File: config.mk
export PLATFORM = sky130hd
export DESIGN_NAME = mem_stage
export DESIGN_NICKNAME = d
export VERILOG_FILES = /design/src/rtl/mem_stage_pkg.sv /design/src/rtl/mem_wait_timer.sv /design/src/rtl/mem_stage.sv
export SDC_FILE = /design/constraint.sdc
export NUM_CORES = 1
export LEC_CHECK = 0
export ABC_AREA = 1
export CAP_MARGIN = 10
export CORE_MARGIN = 4
export CORE_UTILIZATION = 40
export CTS_BUF_LIST = sky130_fd_sc_hd__clkbuf_8
export DETAILED_ROUTE_END_ITERATION = 16
export GPL_ROUTABILITY_DRIVEN = 0
export PLACE_DENSITY = 0.72
export SYNTH_ARGS = -nofsm -noshare
export SYNTH_HDL_FRONTEND = slang
export SYNTH_SLANG_ARGS = --single-unit
File: constraint.sdc
create_clock -name clk -period 4.4 [get_ports clk]
set_clock_uncertainty 0.05 [all_clocks]
set_input_delay 0.88 -clock clk [delete_from_list [all_inputs] [get_ports clk]]
set_output_delay 0.88 -clock clk [all_outputs]
set_load 0.02 [all_outputs]
File: src/rtl/mem_stage_pkg.sv
// Shared types and constants for the memory-access stage.
// The FSM encoding is fixed so that state values stay stable across revisions.
package mem_stage_pkg;

  localparam int unsigned DATA_W           = 16;
  localparam int unsigned MAX_WAIT_DEFAULT = 15;
  localparam int unsigned ADDR_W_DEFAULT   = 16;
  localparam int unsigned WAIT_CNT_W       = 8;

  localparam logic [DATA_W-1:0] TIMEOUT_DATA = 16'h0000;

  typedef enum logic [1:0] {
    IDLE   = 2'b00,
    ACCESS = 2'b01,
    DONE   = 2'b10
  } state_e;

  // Request captured at issue and held for the whole access
  typedef struct packed {
    logic              we;
    logic [DATA_W-1:0] addr;
    logic [DATA_W-1:0] wdata;
  } mem_req_t;

  function automatic logic is_mem_op(input logic re, input logic we);
    return re | we;
  endfunction

endpackage

File: src/rtl/mem_wait_timer.sv
// Counts ACCESS cycles spent waiting for an acknowledge.
// o_expired_c flags the MAX_WAIT-th enabled cycle, so the caller can give up on it.
module mem_wait_timer
  import mem_stage_pkg::*;
#(
  parameter int unsigned MAX_WAIT = MAX_WAIT_DEFAULT
) (
  input  logic clk,
  input  logic rst,
  input  logic i_clear,
  input  logic i_enable,
  output logic o_expired_c
);

  localparam logic [WAIT_CNT_W-1:0] LAST = WAIT_CNT_W'(MAX_WAIT - 1);

  logic [WAIT_CNT_W-1:0] r_count;

  // Saturates at LAST so a held enable cannot wrap back to zero
  always_ff @(posedge clk or posedge rst) begin
    if (rst) begin
      r_count <= '0;
    end else if (i_clear) begin
      r_count <= '0;
    end else if (i_enable && (r_count != LAST)) begin
      r_count <= r_count + WAIT_CNT_W'(1);
    end
  end

  assign o_expired_c = i_enable && (r_count == LAST);

endmodule

File: src/rtl/mem_stage.sv
// Memory-access stage: issues loads/stores over a req/ack handshake, stalls the core
// while the access is in flight and passes non-memory results straight through.
module mem_stage
  import mem_stage_pkg::*;
#(
  parameter int unsigned MAX_WAIT = MAX_WAIT_DEFAULT,
  parameter int unsigned ADDR_W   = ADDR_W_DEFAULT
) (
  input  logic              clk,
  input  logic              rst,
  input  logic [DATA_W-1:0] alu_result,
  input  logic [DATA_W-1:0] store_data,
  input  logic              mem_re,
  input  logic              mem_we,
  output logic              stall,
  output logic [DATA_W-1:0] wb_data,
  output logic              err,
  output logic              dm_req,
  output logic              dm_we,
  output logic [ADDR_W-1:0] dm_addr,
  output logic [DATA_W-1:0] dm_wdata,
  input  logic [DATA_W-1:0] dm_rdata,
  input  logic              dm_ack
);

  state_e            r_state;
  state_e            w_next;
  mem_req_t          r_req;
  logic              r_dm_req;
  logic              r_dm_we;
  logic              r_err;
  logic [DATA_W-1:0] r_rd;

  logic w_start;
  logic w_conflict;
  logic w_ack;
  logic w_expired;
  logic w_leave;
  logic w_tmr_clear;
  logic w_tmr_en;

  assign w_start    = (r_state == IDLE) && is_mem_op(mem_re, mem_we);
  assign w_conflict = (r_state == IDLE) && mem_re && mem_we;
  assign w_ack      = (r_state == ACCESS) && dm_ack;
  assign w_leave    = w_ack || w_expired;

  mem_wait_timer #(
    .MAX_WAIT (MAX_WAIT)
  ) u_wait_timer (
    .clk         (clk),
    .rst         (rst),
    .i_clear     (w_tmr_clear),
    .i_enable    (w_tmr_en),
    .o_expired_c (w_expired)
  );

  always_ff @(posedge clk or posedge rst) begin
    if (rst) begin
      r_state <= IDLE;
    end else begin
      r_state <= w_next;
    end
  end

  // DONE always returns to IDLE so the retiring instruction's enables cannot re-issue
  always_comb begin
    w_next      = r_state;
    stall       = 1'b0;
    wb_data     = alu_result;
    w_tmr_clear = 1'b0;
    w_tmr_en    = 1'b0;
    case (r_state)
      IDLE: begin
        if (w_start) begin
          stall       = 1'b1;
          w_tmr_clear = 1'b1;
          w_next      = ACCESS;
        end
      end
      ACCESS: begin
        stall    = 1'b1;
        w_tmr_en = !dm_ack;
        if (dm_ack || w_expired) begin
          w_next = DONE;
        end
      end
      DONE: begin
        w_next = IDLE;
        if (!r_req.we) begin
          wb_data = r_rd;
        end
      end
      default: begin
        w_next = IDLE;
      end
    endcase
  end

  // Request, handshake and load-data registers; an ack in the last allowed cycle beats timeout
  always_ff @(posedge clk or posedge rst) begin
    if (rst) begin
      r_req    <= '0;
      r_dm_req <= 1'b0;
      r_dm_we  <= 1'b0;
      r_rd     <= '0;
      r_err    <= 1'b0;
    end else begin
      if (w_start) begin
        r_req    <= '{we: mem_we, addr: alu_result, wdata: store_data};
        r_dm_req <= 1'b1;
        r_dm_we  <= mem_we;
      end
      if (w_conflict) begin
        r_err <= 1'b1;
      end
      if (w_leave) begin
        r_dm_req <= 1'b0;
        r_dm_we  <= 1'b0;
      end
      if (w_ack && !r_req.we) begin
        r_rd <= dm_rdata;
      end else if (w_expired) begin
        r_rd  <= TIMEOUT_DATA;
        r_err <= 1'b1;
      end
    end
  end

  assign dm_req   = r_dm_req;
  assign dm_we    = r_dm_we;
  assign dm_addr  = ADDR_W'(r_req.addr);
  assign dm_wdata = r_req.wdata;
  assign err      = r_err;

endmodule

==> results.env, run 1 <==
GRT_MAX_DEGREE=50
DRV_CAP=0
POWER-PER-CELL-AREA_mW_PER_MM2=674
SYN-INSTANCE-COUNT=372
TRITONCTS='built'
FP.DIEW_UM=94.6
PLACE.DETAILED.INSTANCES=533
GLOBALROUTEOVERFLOWTOTAL=0
YOSYS_WARNINGS=0
STARTPOINT_TYPE='input pin'
POWER_LEAKAGE_nW=2.00
FIN_CRIT_SH=0.720
WORST-SLEW-PIN-TRANSITION_NS=0.998
HTREE_NUM_LEVELS=3
POST_CTS.RESIZED_INSTANCES=0
TIMING.FINAL.HOLD_VIOLATIONS=0
DESIGN.FINAL.NETS=500
STATUS='complete, no violations'
DPL_WORST_SLACK_NS=1.24
VIASPERCELL=4.56
FINAL.SETUP.WORST_SLACK_NS=1.23
SYNTH.CELL_AREA_MM2=0.00300
AVGROUTEDWIREPERCELL_UM=13.2
POST_CTS.REPAIR.SETUP_BUFFERS=0
MULTI_INPUT_COMB_AREA_MM2=0.00103
CLKTRANSATPATHREGS_NS=0.06
CLOCK_SINK_COUNT=62
FLOORPLAN.DIE.HEIGHT_UM=94.6
CTS_BUFFER_DEPTH=2
DETAIL-ROUTE-ANTENNA-NETS=0
GRT_PASS1_VIAS=2490
CP.REQUIRED_NS=3.47
CRITICAL_PATH.MAX_FANOUT=2
ROUTE.FINAL.WIRE_LENGTH_UM=7260
CLK_ROOT_BUFFER_CELL='sky130_fd_sc_hd__clkbuf_8'
CORE_AREA_MM2=0.00725
MAXCLOCKFREQUENCY_MHz=316
CTS_INSERTED_BUFFERS=9
FILLER_CELL_COUNT=674
ANTENNA_CELLS=0
SYNTH_SEQ_CELLS=62
YOSYSSEQAREASHARE=0.518
ROWS=31
WORST_IR_DROP_VDD_V=0.000222
SYNTH_AREA_PER_CELL_UM2=8.06
BUFFERS_ADDED_ON_PORTS=104
POSTCTSHOLDBUFS=0
GRT_SETUP_UNREPAIRED='false'
DP.FINAL_HPWL_UM=5220
FULL_DIE_AREA_MM2=0.00894
REMAINING_DRC_ERRORS=0
TOP_LEVEL_PORTS=105
CLOCK_LATENCY_NS=0.33
ANTENNA_FOUND_INITIAL=0
REGAREA_MM2=0.00155
ARRIVAL_NS=2.24
GRT_PASS1_WL_UM=11900
SYNTHTOLAYOUTAREAGROWTH_PCT=36.6
SLEW-LIMIT-HEADROOM=0.333
NETLIST-CELL-TYPE-COUNT=24
FINAL_MAX_TRAN_VIOLS=0
FRACTION_OF_FINAL_LAYOUT_CELLS_SIZED_BEYOND_DRIVE_STRENGTH_1=0.0667
FIN_CRIT_NS=3.17
WORST_HOLD_PATH_TYPE='reg2reg'
FIN_SETUP_TNS_NS=0
GLOBAL_ROUTE.USAGE.TOTAL=0.171
SYNTH_NETS=427
REG2REG_SETUP_SLACK_NS=2.50
DR_VIAS=2501
FINALSETUPVIOLATIONS=0
WORSTSETUPPATHTYPE='in2out'
LAYOUTNONFILLERINSTCOUNT=549
DETAIL_ROUTE.ITER0.VIOLATIONS=135
START_UTIL=0.413
SETUP.WORST_PATH.END_CLASS='output port'
DETAILEDROUTE.FIRSTPASSITERATIONCOUNT=4
-- metrics by stage --
stage	cell area (um2)	hold slack [ns]	power, W	utilization
2_1_floorplan	3000	0.400	0.00185	-
3_3_place_gp	3880	0.406	0.00222	0.535
3_5_place_dp	3880	0.414	0.00224	0.535
4_1_cts	4090	0.432	0.00279	0.564
5_1_grt	4090	0.458	0.00297	0.564
6_report	4090	0.429	0.00276	0.564
-- kinds of logic (layout without fill, tap and decap cells) --
kind of cell / after synthesis / in the layout / synth area share
flops: 62 / 62 / 0.518
buf+inv: 74 / 152 / 0.139
fa+ha+maj: 2 / 2 / 0.00835
xor+xnor: 2 / 2 / 0.00584
simple gates: 195 / 195 / 0.266
compound gates: 37 / 37 / 0.0639
-- synthesized netlist by cell type, drive strengths merged --
cell	count	area (um2)
nand4	5	31.3
o22ai	1	6.26
ha	2	25.0
clkbuf	7	27.5
inv	29	109
xor2	2	17.5
nand3	7	40.0
buf	38	279
nand3b	1	7.51
o21bai	2	15.0
nand2	164	623
dfrtp	62	1550
nor2	18	95.1
a21oi	1	5.00
o21ai	33	165
-- area by class of cell --
cell class	instances	area share
sequential	62	0.379
timing repair buffer	107	0.260
multi-input combinational	236	0.252
clock buffer	10	0.0336
tap	99	0.0303
inverter	29	0.0266
clock inverter	6	0.0189
-- power breakdown --
part / internal (W) / total [W] / leakage (nW) / switching (W)
Clock: 0.000328 / 0.000536 / 0.119 / 0.000207
Sequential: 0.000817 / 0.000932 / 0.770 / 0.000116
Combinational: 0.000540 / 0.00129 / 1.11 / 0.000752
Total: 0.00169 / 0.00276 / 2.00 / 0.00107
-- routing by layer --
| layer | track usage | routed length, um | vias up |
|---|---|---|---|
| met1 | 0.232 | 3350 | 1162 |
| met4 | 0.0721 | 106 | 0 |
| met3 | 0.0335 | 399 | 10 |
| met2 | 0.268 | 3410 | 73 |
| li1 | - | - | 1256 |
| met5 | 0 | 0 | - |
-- critical path, cell delays in order --
cell	delay, ns
sky130_fd_sc_hd__clkdlybuf4s50_1	0.55
sky130_fd_sc_hd__nand2_1	0.07
sky130_fd_sc_hd__o21ai_0	0.10
sky130_fd_sc_hd__clkdlybuf4s50_1	0.64
-- flip-flops by register name, summed over array words and instances (netlist names) --
name,cells
dm_addr,16
dm_req,1
dm_wdata,16
dm_we,1
err,1
r_rd,16
r_req,1
r_state,2
u_wait_timer.r_count,8
-- path summary, 6_finish.rpt --
kind	start	to	cells past startpoint
max	alu_result[15]	wb_data[15]	4
min	dm_addr[3]	dm_addr[3]	2
max reg2reg	r_state[0]	u_wait_timer.r_count[4]	7
min reg2reg	dm_addr[3]	dm_addr[3]	2
max in group asynchronous	rst	r_rd[12]	3
min in group asynchronous	rst	dm_wdata[9]	2
-- placed cells by master, fill, tap and decap left out --
cell and count:
sky130_fd_sc_hd__nand2_1 161, sky130_fd_sc_hd__clkdlybuf4s50_1 104, sky130_fd_sc_hd__dfrtp_1 62, sky130_fd_sc_hd__o21ai_0 32, sky130_fd_sc_hd__inv_1 27, sky130_fd_sc_hd__nor2_1 13, sky130_fd_sc_hd__clkbuf_8 10, sky130_fd_sc_hd__nand3_1 6
sky130_fd_sc_hd__nand4_1 5, sky130_fd_sc_hd__inv_2 4, sky130_fd_sc_hd__nand2_2 3, sky130_fd_sc_hd__nor2_4 3, sky130_fd_sc_hd__buf_4 3, sky130_fd_sc_hd__nor2_2 2, sky130_fd_sc_hd__xor2_1 2, sky130_fd_sc_hd__o21bai_1 2
sky130_fd_sc_hd__ha_1 2, sky130_fd_sc_hd__bufinv_16 2, sky130_fd_sc_hd__clkinv_2 2, sky130_fd_sc_hd__nand3_2 1, sky130_fd_sc_hd__a21oi_1 1, sky130_fd_sc_hd__o22ai_1 1, sky130_fd_sc_hd__nand3b_1 1, sky130_fd_sc_hd__o21ai_1 1
Note: power is estimated with default switching activity, not from simulation.
==> run 2, diff against run 1 <==
==> constraint.sdc (replaced) <==
create_clock -name clk -period 3.05 [get_ports clk]
set_clock_uncertainty 0.05 [all_clocks]
set_input_delay 0.61 -clock clk [delete_from_list [all_inputs] [get_ports clk]]
set_output_delay 0.61 -clock clk [all_outputs]
set_load 0.02 [all_outputs]
==> run 2 against run 1 <==
Net effect: combinational power increased by 44%; sequential share of layout area increased by 0.20 points; routed wire length decreased by 0.52%; non-clock buffer count unchanged; register-to-register slack got worse by 1.4 ns; sequential power increased by 45%; core utilization decreased by 0.29 points; total power increased by 40%; critical path depth increased by 1; cell area decreased by 0.52%; die area unchanged; clock-buffer cell count decreased by 1.
==> results.env, run 2 (synthesis results as in run 1) <==
CTS_INSERTED_BUFFERS=9
STARTPOINT_TYPE='register'
CRITICAL_PATH.MAX_FANOUT=32
PLACED_CELL_AREA_MM2=0.00389
GRT_MAX_DEGREE=41
FIN_SETUP_TNS_NS=0
GRT_SETUP_UNREPAIRED='false'
DESIGN.FINAL.NETS=500
FIN_CRIT_SH=0.883
TRITONCTS='built'
HTREE_NUM_LEVELS=3
DRV_CAP=0
TOP_LEVEL_PORTS=105
CORE_AREA_MM2=0.00725
CLOCK_LATENCY_NS=0.33
DETAILEDROUTE.FIRSTPASSITERATIONCOUNT=4
DP.FINAL_HPWL_UM=5260
SYNTHTOLAYOUTAREAGROWTH_PCT=35.9
MOST-COMMON-LAYOUT-CELLS='sky130_fd_sc_hd__nand2_1, sky130_fd_sc_hd__clkdlybuf4s50_1, sky130_fd_sc_hd__dfrtp_1, sky130_fd_sc_hd__o21ai_0, sky130_fd_sc_hd__inv_1'
FULL_DIE_AREA_MM2=0.00894
GRT_PASS1_VIAS=2432
DETAIL_ROUTE.ITER0.VIOLATIONS=104
FRACTION_OF_FINAL_LAYOUT_CELLS_SIZED_BEYOND_DRIVE_STRENGTH_1=0.0667
MAXCLOCKFREQUENCY_MHz=371
TIMING.FINAL.HOLD_VIOLATIONS=0
WORST_HOLD_PATH_TYPE='reg2reg'
POWER_LEAKAGE_nW=1.99
FP.DIEW_UM=94.6
POWER-PER-CELL-AREA_mW_PER_MM2=950
DESIGN_POWER_TOTAL_W=0.00387
ANTENNA_FOUND_INITIAL=0
FIN_CRIT_NS=2.69
UTILIZATION=0.561
ROUTE.FINAL.WIRE_LENGTH_UM=7220
GLOBAL_ROUTE.USAGE.TOTAL=0.167
FLOORPLAN.DIE.HEIGHT_UM=94.6
DETAIL-ROUTE-ANTENNA-NETS=0
SLEW-LIMIT-HEADROOM=0.556
STATUS='complete, no violations'
FINISH.INSTANCE_AREA_MM2=0.00407
FINAL_MAX_TRAN_VIOLS=0
GLOBALROUTEOVERFLOWTOTAL=0
POSTCTSHOLDBUFS=0
CLK_ROOT_BUFFER_CELL='sky130_fd_sc_hd__clkbuf_8'
ROWS=31
CLOCK_SINK_COUNT=62
CLKTRANSATPATHREGS_NS=0.07
ARRIVAL_NS=2.03
VIASPERCELL=4.56
DR_VIAS=2505
WORST-SLEW-PIN-TRANSITION_NS=0.665
GRT_PASS1_WL_UM=11500
BUFFERS_ADDED_ON_PORTS=104
SETUP.WORST_PATH.END_CLASS='output port'
POST_CTS.REPAIR.SETUP_BUFFERS=0
FINALSETUPVIOLATIONS=0
WORSTSETUPPATHTYPE='reg2out'
CP.REQUIRED_NS=2.39
START_UTIL=0.413
REMAINING_DRC_ERRORS=0
ANTENNA_CELLS=0
WORST_IR_DROP_VDD_V=0.000364
MOSTFREQUENTLAYOUTCELL='sky130_fd_sc_hd__nand2_1'
POST_CTS.RESIZED_INSTANCES=0
WORST_HOLD_SLACK_NS=0.427
CTS_BUFFER_DEPTH=2
AVGROUTEDWIREPERCELL_UM=13.2
[run 2: cell count changes in the layout (fill, tap and decap cells not counted), sizes merged]
cell / before / now
bufinv: 2 / 1
clkbuf: 10 / 9
clkinv: 2 / 4
[run 2: power by group]
| group | internal (W) | total [W] | leakage, nW | switching [W] |
|---|---|---|---|---|
| Combinational | 0.000781 | 0.00186 | 1.12 | 0.00108 |
| Sequential | 0.00118 | 0.00135 | 0.770 | 0.000167 |
| Clock | 0.000365 | 0.000667 | 0.105 | 0.000302 |
[run 2: path summary, 6_finish.rpt]
path / depth (start not counted) / start / endpoint / slack (ns)
min in group asynchronous: 2 / rst / dm_wdata[2] / 0.62
hold reg to reg: 2 / dm_addr[3] / dm_addr[3] / 0.43
max in group asynchronous: 3 / rst / dm_wdata[9] / 1.74
setup reg to reg: 7 / r_state[1] / u_wait_timer.r_count[4] / 1.13
hold / removal: 2 / dm_addr[3] / dm_addr[3] / 0.43
setup / recovery: 5 / r_state[1] / wb_data[14] / 0.36
[run 2: layer usage]
metal	up-vias	part of all wire	GRT usage
met2	87	0.47	0.257
li1	1260	-	-
met5	-	0	0
met1	1147	0.44	0.219
met4	0	0.018	0.0661
met3	11	0.077	0.0526
[run 2: area by class of cell]
cell class | count | area (um2)
fill | 661 | 3180
sequential | 62 | 1550
clock buffer | 9 | 124
tap | 99 | 124
timing repair buffer | 107 | 1080
clock inverter | 7 | 57.6
inverter | 29 | 109
multi-input combinational | 236 | 1030
[run 2: stage by stage]
step	setup slack (ns)	std cells
floorplan	0.849	372
global placement	0.444	533
detailed placement	0.405	533
CTS	0.330	549
global route	0.220	549
finish	0.357	549
[run 2: worst max-delay path, stage by stage, from the launching register on]
cell	delay [ns]
sky130_fd_sc_hd__dfrtp_1	0.42
sky130_fd_sc_hd__nand3_1	0.10
sky130_fd_sc_hd__buf_4	0.30
sky130_fd_sc_hd__nand2_1	0.12
sky130_fd_sc_hd__o21ai_0	0.10
sky130_fd_sc_hd__clkdlybuf4s50_1	0.65
==> run 3, diff against run 2 <==
--- a/config.mk
+++ b/config.mk
@@ -5,13 +5,12 @@
 export SDC_FILE = /design/constraint.sdc
 export NUM_CORES = 1
 export LEC_CHECK = 0
-export ABC_AREA = 1
+export ABC_AREA = 0
 export CAP_MARGIN = 10
 export CORE_MARGIN = 4
 export CORE_UTILIZATION = 40
 export CTS_BUF_LIST = sky130_fd_sc_hd__clkbuf_8
 export DETAILED_ROUTE_END_ITERATION = 16
-export GPL_ROUTABILITY_DRIVEN = 0
 export PLACE_DENSITY = 0.72
 export SYNTH_ARGS = -nofsm -noshare
 export SYNTH_HDL_FRONTEND = slang
==> run 3 against run 2 <==
Net effect: via count decreased by 13%; non-clock buffer count stayed put; synthesized cell count is 29% lower; sequential cell count did not move; critical path type unchanged; total power rose by 3.4%; critical endpoint is now wb_data[15].
==> results.env, run 3 <==
POST_CTS.REPAIR.SETUP_BUFFERS=0
FLOORPLAN.DIE.HEIGHT_UM=95.5
HTREE_NUM_LEVELS=3
SYNTH.LARGEST_AREA_CELL='sky130_fd_sc_hd__dfrtp_1'
GRT_MAX_DEGREE=36
GRT_SETUP_UNREPAIRED='false'
FINALSETUPVIOLATIONS=0
MOSTFREQUENTLAYOUTCELL='sky130_fd_sc_hd__clkdlybuf4s50_1'
AVGROUTEDWIREPERCELL_UM=15.2
REG2REG_SETUP_SLACK_NS=0.73
BUFFERS_ADDED_ON_PORTS=104
CTS_BUFFER_DEPTH=2
ARRIVAL_NS=2.21
MAXCLOCKFREQUENCY_MHz=348
FIN_CRIT_NS=2.87
STATUS='complete, no violations'
LAYOUTNONFILLERINSTCOUNT=441
SYNTHTOLAYOUTAREAGROWTH_PCT=36.8
FRACTION_OF_FINAL_LAYOUT_CELLS_SIZED_BEYOND_DRIVE_STRENGTH_1=0.216
CAPTURE_POINT_OF_THE_WORST_PATH='wb_data[15]'
SYNTH.CELL_AREA_MM2=0.00306
SYNTH_TOP_CELL_AREA_SHARE=0.507
MOST_FREQUENT_CELL_AFTER_SYNTHESIS='sky130_fd_sc_hd__dfrtp_1'
CLOCK_LATENCY_NS=0.33
SYNTH_CELL_COUNT_LEADERS='sky130_fd_sc_hd__dfrtp_1, sky130_fd_sc_hd__mux2_2, sky130_fd_sc_hd__nand2_1'
FILLER_CELL_COUNT=605
SYNTH_NETS=320
YOSYS_WARNINGS=0
TIMING.FINAL.HOLD_VIOLATIONS=0
GLOBAL_ROUTE.USAGE.TOTAL=0.154
CRITICAL_PATH.MAX_FANOUT=16
PLACED_CELL_AREA_MM2=0.00394
POST_CTS.RESIZED_INSTANCES=0
MAX_STAGE_DELAY_NS=0.55
PLACE.DETAILED.INSTANCES=425
GRT_PASS1_VIAS=2245
REGAREA_MM2=0.00155
CRIT_PATH_START='r_state[0]'
ROUTE.FINAL.WIRE_LENGTH_UM=6710
GLOBALROUTEOVERFLOWTOTAL=0
TOP_LEVEL_PORTS=105
GRT_PASS1_WL_UM=10800
FIN_SETUP_TNS_NS=0
CLKTRANSATPATHREGS_NS=0.06
CLOCK_SINK_COUNT=62
WORSTSETUPPATHTYPE='reg2out'
DPL_WORST_SLACK_NS=0.212
FIN_CRIT_SH=0.942
SYN-INSTANCE-COUNT=265
MULTI_INPUT_COMB_AREA_MM2=0.00117
REMAINING_DRC_ERRORS=0
MOST-COMMON-LAYOUT-CELLS='sky130_fd_sc_hd__clkdlybuf4s50_1, sky130_fd_sc_hd__dfrtp_1, sky130_fd_sc_hd__mux2_2, sky130_fd_sc_hd__nand2_1, sky130_fd_sc_hd__o21ai_0'
DETAIL_ROUTE.ITER0.VIOLATIONS=74
SYNTH.TOP_CELLS.BY_AREA='sky130_fd_sc_hd__dfrtp_1, sky130_fd_sc_hd__mux2_2, sky130_fd_sc_hd__buf_4'
DRV_CAP=0
FINISH.INSTANCE_AREA_MM2=0.00419
GLOBALPLACE.CONGESTION=0.875
DR_VIAS=2179
POWER_LEAKAGE_nW=1.74
SYNTHARSTFLOPSHARE=1.00
CP.REQUIRED_NS=2.39
YOSYSSEQAREASHARE=0.507
WORST-SLEW-PIN-TRANSITION_NS=1.04
PATH_CELLS='nor3b_2 -> buf_4 -> mux2_2 -> clkdlybuf4s50_1'
YS.FLOP_TYPE='sky130_fd_sc_hd__dfrtp_1'
POWER-PER-CELL-AREA_mW_PER_MM2=956
CTS_INSERTED_BUFFERS=9
RR_STARTPOINT='r_state[1]'
WORST_IR_DROP_VDD_V=0.000366
SLEW-LIMIT-HEADROOM=0.305
ANTENNA_FOUND_INITIAL=0
FP.DIEW_UM=95.5
SYNTH-EDFF-COUNT=0
DP.FINAL_HPWL_UM=4710
NETLIST-CELL-TYPE-COUNT=40
VIASPERCELL=4.94
FINAL_MAX_TRAN_VIOLS=0
POSTCTSHOLDBUFS=0
STARTPOINT_TYPE='register'
SETUP.WORST_PATH.END_CLASS='output port'
FULL_DIE_AREA_MM2=0.00911
DETAILEDROUTE.FIRSTPASSITERATIONCOUNT=4
TRITONCTS='built'
START_UTIL=0.417
WORST_HOLD_PATH_TYPE='reg2reg'
CLK_ROOT_BUFFER_CELL='sky130_fd_sc_hd__clkbuf_8'
SYNTH_AREA_PER_CELL_UM2=11.5
DETAIL-ROUTE-ANTENNA-NETS=0
FINAL.SETUP.WORST_SLACK_NS=0.177
ROWS=31
CELL_WITH_THE_LARGEST_STAGE_DELAY_ON_THE_WORST_PATH='sky130_fd_sc_hd__clkdlybuf4s50_1'
ANTENNA_CELLS=0
DESIGN.FINAL.NETS=392
CORE_AREA_MM2=0.00733
WORSTREGTOREGCELLS=4
RR_ENDPOINT='dm_addr[1]'
SYNTH_SEQ_CELLS=62
[run 3: final cells by class]
cell class                      instances  share of cell area
Clock buffer                           11              0.0362
Clock inverter                          5              0.0233
Inverter                                3             0.00269
Multi-Input combinational cell        154               0.280
Sequential cell                        62               0.371
Tap cell                               99              0.0296
Timing Repair Buffer                  107               0.257
[run 3: kinds of logic after synthesis]
logic type / Yosys count / share of synthesized area
AOI/OAI and AO/OA: 37 / 0.0732
adders and majority gates: 2 / 0.00818
buffers and inverters: 49 / 0.109
DFF: 62 / 0.507
muxes: 54 / 0.196
and+or+nand+nor: 61 / 0.106
[run 3: routing by layer]
| layer | GRT usage | routed length [um] | vias up |
|---|---|---|---|
| li1 | - | - | 1026 |
| met1 | 0.187 | 2860 | 1069 |
| met2 | 0.255 | 3220 | 77 |
| met3 | 0.0458 | 546 | 7 |
| met4 | 0.0640 | 81 | 0 |
| met5 | 0 | 0 | - |
[run 3: how the worst min path moves through the flow]
stage	from	endpoint	slack (ns)	cells past startpoint
final	u_wait_timer.r_count[6]	u_wait_timer.r_count[6]	0.46	1
after floorplan	u_wait_timer.r_count[6]	u_wait_timer.r_count[6]	0.41	1
after detailed placement	dm_wdata[11]	dm_wdata[11]	0.44	1
after CTS	dm_wdata[11]	dm_wdata[11]	0.46	1
after global routing	dm_addr[12]	dm_addr[12]	0.47	1
after global placement	u_wait_timer.r_count[6]	u_wait_timer.r_count[6]	0.44	1
[run 3: per-stage QoR]
step | hold slack, ns | utilization | power, W
2_1_floorplan | 0.407 | - | 0.00270
5_1_grt | 0.467 | 0.571 | 0.00424
3_3_place_gp | 0.436 | 0.537 | 0.00309
4_1_cts | 0.460 | 0.571 | 0.00405
3_5_place_dp | 0.445 | 0.537 | 0.00315
6_report | 0.455 | 0.571 | 0.00400
[run 3: power breakdown]
group / switching, W / internal, W
clock network: 0.000305 / 0.000582
registers: 0.000215 / 0.00118
logic: 0.000815 / 0.000902
[run 3: worst max-delay path: cells and delay by family (launching register included)]
| kind | cells | cell delay [ns] |
|---|---|---|
| buf+inv | 2 | 0.82 |
| flops | 1 | 0.49 |
| mux | 1 | 0.36 |
| simple gates | 1 | 0.20 |
